**config.mk**
```make
export PLATFORM = sky130hd
export DESIGN_NAME = tdm_demux_4ch_flat
export DESIGN_NICKNAME = d
export VERILOG_FILES = /design/src/rtl/tdm_pkg.sv /design/src/rtl/tdm_demux_4ch_if.sv /design/src/rtl/tdm_demux_4ch_chan_rx.sv /design/src/rtl/tdm_demux_4ch.sv /design/src/flat_wrapper.sv
export SDC_FILE = /design/constraint.sdc
export NUM_CORES = 1
export LEC_CHECK = 0
export BUFFER_PORTS_ARGS = -buffer_cell sky130_fd_sc_hd__buf_2
export CORE_MARGIN = 5
export CORE_UTILIZATION = 31
export CTS_CLUSTER_SIZE = 12
export DETAILED_ROUTE_END_ITERATION = 6
export GPL_ROUTABILITY_DRIVEN = 0
export HOLD_SLACK_MARGIN = 0.06
export MAX_ROUTING_LAYER = met4
export PLACE_DENSITY = 0.55
export SYNTH_ARGS = -nofsm -noshare
export SYNTH_HDL_FRONTEND = slang
export SYNTH_SLANG_ARGS = --single-unit
```
**constraint.sdc**
```tcl
create_clock -name clk -period 6.8 [get_ports clk]
set_input_delay 1.36 -clock clk [delete_from_list [all_inputs] [get_ports clk]]
set_output_delay 1.36 -clock clk [all_outputs]
set_load 0.05 [all_outputs]
```
**src/rtl/tdm_pkg.sv**
```systemverilog
// Shared definitions for the TDM line, used by both the sink-side demux and
// the source-side mux wrapper.
//   NUM_CH       : number of time slots / channels (fixed by the 2-bit select)
//   SEL_W        : width of the slot select {S1,S0}
//   sync_state_t : frame-lock state of the receiver
package tdm_pkg;

    localparam int NUM_CH = 4;
    localparam int SEL_W  = 2;

    typedef enum logic {
        UNSYNC = 1'b0,
        SYNC   = 1'b1
    } sync_state_t;

endpackage : tdm_pkg

```
**src/rtl/tdm_demux_4ch_if.sv**
```systemverilog
// Per-channel output bus of the TDM demux: one valid/ready word channel per
// slot plus the sticky overflow flags and their clear strobes.
//   ch_data  : channel c word at [c*WIDTH +: WIDTH]
//   ch_valid : per-channel word available
//   ch_ready : per-channel consumer accept
//   ovf      : sticky per-channel overflow
//   ovf_clr  : clears the matching ovf bit
// master = demux side, slave = consumer side.
interface tdm_demux_4ch_if #(
    parameter int WIDTH = 8
) ();
    import tdm_pkg::*;

    logic [NUM_CH*WIDTH-1:0] ch_data;
    logic [NUM_CH-1:0]       ch_valid;
    logic [NUM_CH-1:0]       ch_ready;
    logic [NUM_CH-1:0]       ovf;
    logic [NUM_CH-1:0]       ovf_clr;

    modport master (
        output ch_data,
        output ch_valid,
        output ovf,
        input  ch_ready,
        input  ovf_clr
    );

    modport slave (
        input  ch_data,
        input  ch_valid,
        input  ovf,
        output ch_ready,
        output ovf_clr
    );

endinterface : tdm_demux_4ch_if

```
**src/rtl/tdm_demux_4ch_chan_rx.sv**
```systemverilog
// One receive channel of the TDM demux: assembles MSB-first bits into a word,
// buffers the completed word behind a valid/ready handshake and flags words
// that arrive while the buffer is still occupied.
//   clk, rst : clock and asynchronous active-high reset
//   clr      : resync strobe, discards the partial word in progress
//   sample   : this channel's slot is active and the line carries a bit
//   bit_in   : serial line value
//   ready    : consumer accept
//   ovf_clr  : clear request for the sticky overflow flag
//   data     : buffered word
//   valid    : buffered word available
//   ovf      : sticky overflow flag
module tdm_chan_rx #(
    parameter int WIDTH = 8
) (
    input  logic             clk,
    input  logic             rst,
    input  logic             clr,
    input  logic             sample,
    input  logic             bit_in,
    input  logic             ready,
    input  logic             ovf_clr,
    output logic [WIDTH-1:0] data,
    output logic             valid,
    output logic             ovf
);

    localparam int CNT_W = $clog2(WIDTH);

    logic [WIDTH-1:0] shift_reg;
    logic [CNT_W-1:0] cnt_reg;
    logic [WIDTH-1:0] data_reg;
    logic             valid_reg;
    logic             ovf_reg;

    logic [WIDTH-1:0] word;
    logic             last;
    logic             accept;
    logic             load;

    // The completed word includes the bit arriving this cycle.
    assign word   = {shift_reg[WIDTH-2:0], bit_in};
    assign last   = sample && (cnt_reg == CNT_W'(WIDTH - 1));
    assign accept = valid_reg && ready;
    // The buffer can take a new word if it is empty or being drained now.
    assign load   = last && (!valid_reg || ready);

    // A resync in the same cycle as a last bit still lets that word load
    // (load uses the combinational word), but the assembly state clears.
    always_ff @(posedge clk or posedge rst) begin
        if (rst) begin
            shift_reg <= '0;
            cnt_reg   <= '0;
        end else if (clr) begin
            shift_reg <= '0;
            cnt_reg   <= '0;
        end else if (sample) begin
            shift_reg <= word;
            cnt_reg   <= last ? '0 : cnt_reg + CNT_W'(1);
        end
    end

    always_ff @(posedge clk or posedge rst) begin
        if (rst) begin
            data_reg  <= '0;
            valid_reg <= 1'b0;
        end else begin
            if (load) begin
                data_reg <= word;
            end
            if (load) begin
                valid_reg <= 1'b1;
            end else if (accept) begin
                valid_reg <= 1'b0;
            end
        end
    end

    // Setting wins over clearing so a drop is never lost.
    always_ff @(posedge clk or posedge rst) begin
        if (rst) begin
            ovf_reg <= 1'b0;
        end else if (last && !load) begin
            ovf_reg <= 1'b1;
        end else if (ovf_clr) begin
            ovf_reg <= 1'b0;
        end
    end

    assign data  = data_reg;
    assign valid = valid_reg;
    assign ovf   = ovf_reg;

endmodule : tdm_chan_rx

```
**src/rtl/tdm_demux_4ch.sv**
```systemverilog
// Sink end of the shared TDM line. Drives the slot select back to the source
// mux, locks onto frame_start, samples the line once per slot and hands each
// slot's bits to its own receive channel.
//   clk, rst    : clock and asynchronous active-high reset
//   line_d      : shared serial line value
//   line_vld    : line actively driven this cycle (low = idle / high-Z)
//   frame_start : 1-cycle sync pulse, the following cycle is slot 0
//   sel         : registered current slot {S1,S0}
//   locked      : receiver is in SYNC
//   sync_err    : 1-cycle pulse on a frame_start outside the slot-3 boundary
//   chan        : per-channel word outputs (master side)
module tdm_demux_4ch
    import tdm_pkg::*;
#(
    parameter int WIDTH = 8
) (
    input  logic                    clk,
    input  logic                    rst,
    input  logic                    line_d,
    input  logic                    line_vld,
    input  logic                    frame_start,
    output logic [SEL_W-1:0]        sel,
    output logic                    locked,
    output logic                    sync_err,
    tdm_demux_4ch_if.master         chan
);

    sync_state_t       state_reg;
    sync_state_t       state_next;
    logic [SEL_W-1:0]  sel_reg;
    logic [SEL_W-1:0]  sel_next;
    logic              sync_err_reg;
    logic              sync_err_next;
    logic              resync;

    logic [NUM_CH-1:0]       sample_vec;
    logic [NUM_CH-1:0]       valid_vec;
    logic [NUM_CH-1:0]       ovf_vec;
    logic [WIDTH-1:0]        data_arr [NUM_CH];
    logic [NUM_CH*WIDTH-1:0] data_flat;

    // Slot counter runs regardless of lock so the source keeps cycling.
    always_ff @(posedge clk or posedge rst) begin
        if (rst) begin
            state_reg    <= UNSYNC;
            sel_reg      <= '0;
            sync_err_reg <= 1'b0;
        end else begin
            state_reg    <= state_next;
            sel_reg      <= sel_next;
            sync_err_reg <= sync_err_next;
        end
    end

    always_comb begin
        state_next    = state_reg;
        sel_next      = frame_start ? '0 : sel_reg + SEL_W'(1);
        sync_err_next = 1'b0;
        resync        = 1'b0;
        case (state_reg)
            UNSYNC: begin
                if (frame_start) begin
                    state_next = SYNC;
                end
            end
            SYNC: begin
                // frame_start right after the last slot is the normal
                // boundary; anywhere else the frame alignment was lost.
                if (frame_start && (sel_reg != SEL_W'(NUM_CH - 1))) begin
                    resync        = 1'b1;
                    sync_err_next = 1'b1;
                end
            end
            default: begin
                state_next = UNSYNC;
            end
        endcase
    end

    generate
        for (genvar gi = 0; gi < NUM_CH; gi++) begin : g_chan
            assign sample_vec[gi] = (state_reg == SYNC) && line_vld
                                    && (sel_reg == SEL_W'(gi));

            tdm_chan_rx #(
                .WIDTH (WIDTH)
            ) u_chan_rx (
                .clk     (clk),
                .rst     (rst),
                .clr     (resync),
                .sample  (sample_vec[gi]),
                .bit_in  (line_d),
                .ready   (chan.ch_ready[gi]),
                .ovf_clr (chan.ovf_clr[gi]),
                .data    (data_arr[gi]),
                .valid   (valid_vec[gi]),
                .ovf     (ovf_vec[gi])
            );
        end
    endgenerate

    always_comb begin
        data_flat = '0;
        for (int i = 0; i < NUM_CH; i++) begin
            data_flat[i*WIDTH +: WIDTH] = data_arr[i];
        end
    end

    assign chan.ch_data  = data_flat;
    assign chan.ch_valid = valid_vec;
    assign chan.ovf      = ovf_vec;

    assign sel      = sel_reg;
    assign locked   = (state_reg == SYNC);
    assign sync_err = sync_err_reg;

endmodule : tdm_demux_4ch

```
**src/flat_wrapper.sv**
```systemverilog
// flat-port wrapper written by rule: the top's interface ports become plain ports
module tdm_demux_4ch_flat import tdm_pkg::*;
#(
    parameter int WIDTH = 8
)
  (clk, rst, line_d, line_vld, frame_start, sel, locked, sync_err, chan_ch_data, chan_ch_valid, chan_ovf, chan_ch_ready, chan_ovf_clr);
  tdm_demux_4ch_if #(.WIDTH(WIDTH)) chan_i ();
  input  logic clk;
  input  logic rst;
  input  logic line_d;
  input  logic line_vld;
  input  logic frame_start;
  output logic [SEL_W-1:0] sel;
  output logic locked;
  output logic sync_err;
  output wire logic [$bits(chan_i.ch_data)-1:0] chan_ch_data;
  output wire logic [$bits(chan_i.ch_valid)-1:0] chan_ch_valid;
  output wire logic [$bits(chan_i.ovf)-1:0] chan_ovf;
  input wire logic [$bits(chan_i.ch_ready)-1:0] chan_ch_ready;
  input wire logic [$bits(chan_i.ovf_clr)-1:0] chan_ovf_clr;
  assign chan_ch_data = chan_i.ch_data;
  assign chan_ch_valid = chan_i.ch_valid;
  assign chan_ovf = chan_i.ovf;
  assign chan_i.ch_ready = chan_ch_ready;
  assign chan_i.ovf_clr = chan_ovf_clr;
  tdm_demux_4ch #(.WIDTH(WIDTH)) u_core (.clk(clk), .rst(rst), .line_d(line_d), .line_vld(line_vld), .frame_start(frame_start), .sel(sel), .locked(locked), .sync_err(sync_err), .chan(chan_i));
endmodule
```
==> reports/qor.csv <==
stage,metric,value,unit
run_status,status,"finished, final reports clean",
final_layout,share of layout cells above drive strength 1,0.385,
route,DRT Wirelength,6.42,mm
sta,Max Clock Freq,371,MHz
worst_setup_path,Worst Setup End Kind,primary output,
final_layout,number of fillers in the final layout,1064,
floorplan,core area,10800,um^2
worst_setup_path,WS Path Type,reg -> out,
sta,clock skew,0.0110,ns
global_routing,number of antenna violations at the first check in global routing,0,
clock_network,post-cts repair resize count,0,
yosys,Yosys warnings,0,
worst_setup_path,worst-path cell chain,buf_2,
pwr,Leak Pwr,2.08,nW
sta,relative max-transition margin,0.293,
sta,setup_tns,0,ns
yosys,Netlist cell types,27,
yosys,Seq cells post-synth,84,
route,wire per inst,14.6,um
floorplan,I/O pin cnt,57,
sta,Final Max Tran Viols,0,
worst_setup_path,crit path max fanout,14,
clock_network,# hold bufs at CTS,0,
sta,# setup viols final,0,
pwr,pwr/cell area,229,nW/um^2
sta,post-layout minimum cycle time,2.70,ns
yosys,"Cell Area, Synth",3400,um^2
clock_network,CTS Sinks,84,
clock_network,clk_lat worst skew,0.35,ns
place,Post-DP Area,3750,um^2
clock_network,# Post-CTS Setup Buffers,0,
pwr,Worst VDD drop,0.0850,mV
clock_network,clock buffer count from CTS,9,
global_routing,global-route wire length before repair,10.9,mm
route,vias,2047,
clock_network,CTS tree,built,
route,Initial DRT Pass Iterations,4,
floorplan,die area,13200,um^2
yosys,Synth Instances,242,
global_routing,grt ovf,0,
final_layout,max FFs per register,32,
worst_setup_path,Worst Setup Start Kind,register,
route,Routed Antenna Nets,0,
final_layout,P&R area growth vs syn,16.2,%
place,hpwl dp,4.34,mm
flow_run,MaxCap Viol Count,0,
sta,worst slew pin tran,1.06,ns
clock_network,register clock-pin slew on the reported worst setup and hold paths,0.08,ns
sta,Final period util,0.397,
clock_network,CTS H-tree lvls,3,
floorplan,Initial Util,0.315,
yosys,post-synthesis sequential area ratio,0.618,
global_routing,largest net degree at the start of global routing,85,
global_routing,vias in the first global route,2190,
worst_hold_path,Hold Path Class,reg -> reg,
sta,"Hold Vio Cnt, Final",0,
worst_setup_path,Max stage delay on crit path,0.64,ns
final_layout,most frequent cells in the layout,"dfrtp_1 (84), buf_2 (56), mux2_2 (34)",
floorplan,standard-cell rows,38,
worst_setup_path,cell family with most CP delay,flip-flops,
final_layout,"commonest non-fill, non-tap cell in the layout",dfrtp_1,
clock_network,CTS max path bufs,2,
worst_setup_path,crit path buf inv count,1,
sta,unrepaired setup endpoints after global routing,false,
floorplan,Die X,115,um
global_routing,GRT Overall Usage,0.110,
final_layout,final instance area,3950,um^2
worst_setup_path,"slowest stage cell, crit path",dfrtp_1,
worst_setup_path,Worst EP arrival,1.34,ns
final_layout,ant diodes,0,
floorplan,Die H,115,um
route,Via-to-Cell Ratio,4.66,
route,DRC errors left,0,
route,initial DRC count,87,
place,number of port buffers,56,
final_layout,nets@finish,319,
worst_setup_path,Worst EP required,5.44,ns
yosys,Syn Nets,267,
clock_network,Root Driver,clkbuf_8,
yosys,Avg Inst Size Synth,14.0,um^2
pwr,Power Total,0.000906,W
-- synthesized netlist by cell type --
master / instances / area share
nor2b_1: 5 / 0.0092
mux2_2: 34 / 0.11
o22ai_1: 4 / 0.0074
nand3_4: 1 / 0.0052
and3b_1: 1 / 0.0026
nor2_2: 2 / 0.0037
nand2b_1: 4 / 0.0074
and2_1: 3 / 0.0055
nand2_1: 9 / 0.0099
a22o_1: 33 / 0.085
nor3_1: 2 / 0.0029
a21oi_1: 4 / 0.0059
buf_4: 10 / 0.022
dfrtp_1: 84 / 0.62
buf_6: 1 / 0.0033
buf_2: 5 / 0.0074
inv_1: 8 / 0.0088
nand3b_1: 2 / 0.0044
or3_1: 2 / 0.0037
nor2_1: 3 / 0.0033
a32o_1: 1 / 0.0029
nand4_1: 3 / 0.0055
and3_4: 1 / 0.0033
ha_1: 12 / 0.044
nand3_1: 4 / 0.0059
o21ai_2: 3 / 0.0077
or2_2: 1 / 0.0018
-- per-layer routing --
layer | track usage | vias up | wire, um
met2 | 0.161 | 40 | 3030
met5 | - | - | 0
met3 | 0.0248 | 11 | 268
met1 | 0.140 | 1020 | 2990
li1 | - | 976 | -
met4 | 0.0587 | 0 | 134
-- area by class of cell --
class | instances | area (um^2) | share of cell area
Multi-Input combinational cell | 134 | 1160 | 0.293
Timing Repair Buffer | 57 | 288 | 0.0728
Sequential cell | 84 | 2100 | 0.532
Tap cell | 140 | 175 | 0.0443
Clock buffer | 14 | 183 | 0.0462
Inverter | 8 | 31.3 | 0.00792
Clock inverter | 2 | 16.3 | 0.00412
-- cell families after synthesis --
family | share of synthesized area
flops | 0.618
simple gates | 0.0743
buf+inv | 0.0416
fa+ha+maj | 0.0442
mux | 0.113
compound gates | 0.109
-- final timing paths --
path	from	slack, ns	endpoint	cells past startpoint
min	u_core.g_chan[1].u_chan_rx.shift_reg[6]	0.50	u_core.g_chan[1].u_chan_rx.shift_reg[6]	1
max reg2reg	u_core.sel[0]	4.76	u_core.g_chan[0].u_chan_rx.data[0]	5
min in group asynchronous	rst	1.32	u_core.g_chan[3].u_chan_rx.data[3]	3
max in group asynchronous	rst	4.79	u_core.g_chan[0].u_chan_rx.data[1]	3
max	u_core.locked	4.10	locked	1
min reg2reg	u_core.g_chan[1].u_chan_rx.shift_reg[6]	0.50	u_core.g_chan[1].u_chan_rx.shift_reg[6]	1
-- through the flow --
stage | hold WS [ns] | std cells | utilization | setup slack, ns
after CTS | 0.509 | 439 | 0.366 | 4.06
final | 0.500 | 439 | 0.366 | 4.10
after global placement | 0.478 | 423 | 0.348 | 3.87
after global routing | 0.525 | 439 | 0.366 | 4.01
after floorplan | 0.461 | 242 | - | 3.27
after detailed placement | 0.488 | 423 | 0.348 | 3.83
-- power breakdown --
| group | internal [W] | switching, W |
|---|---|---|
| logic | 0.0000140 | 0.0000357 |
| clock network | 0.000174 | 0.000173 |
| registers | 0.000505 | 0.00000461 |
Note: power is estimated with default switching activity, not from simulation.
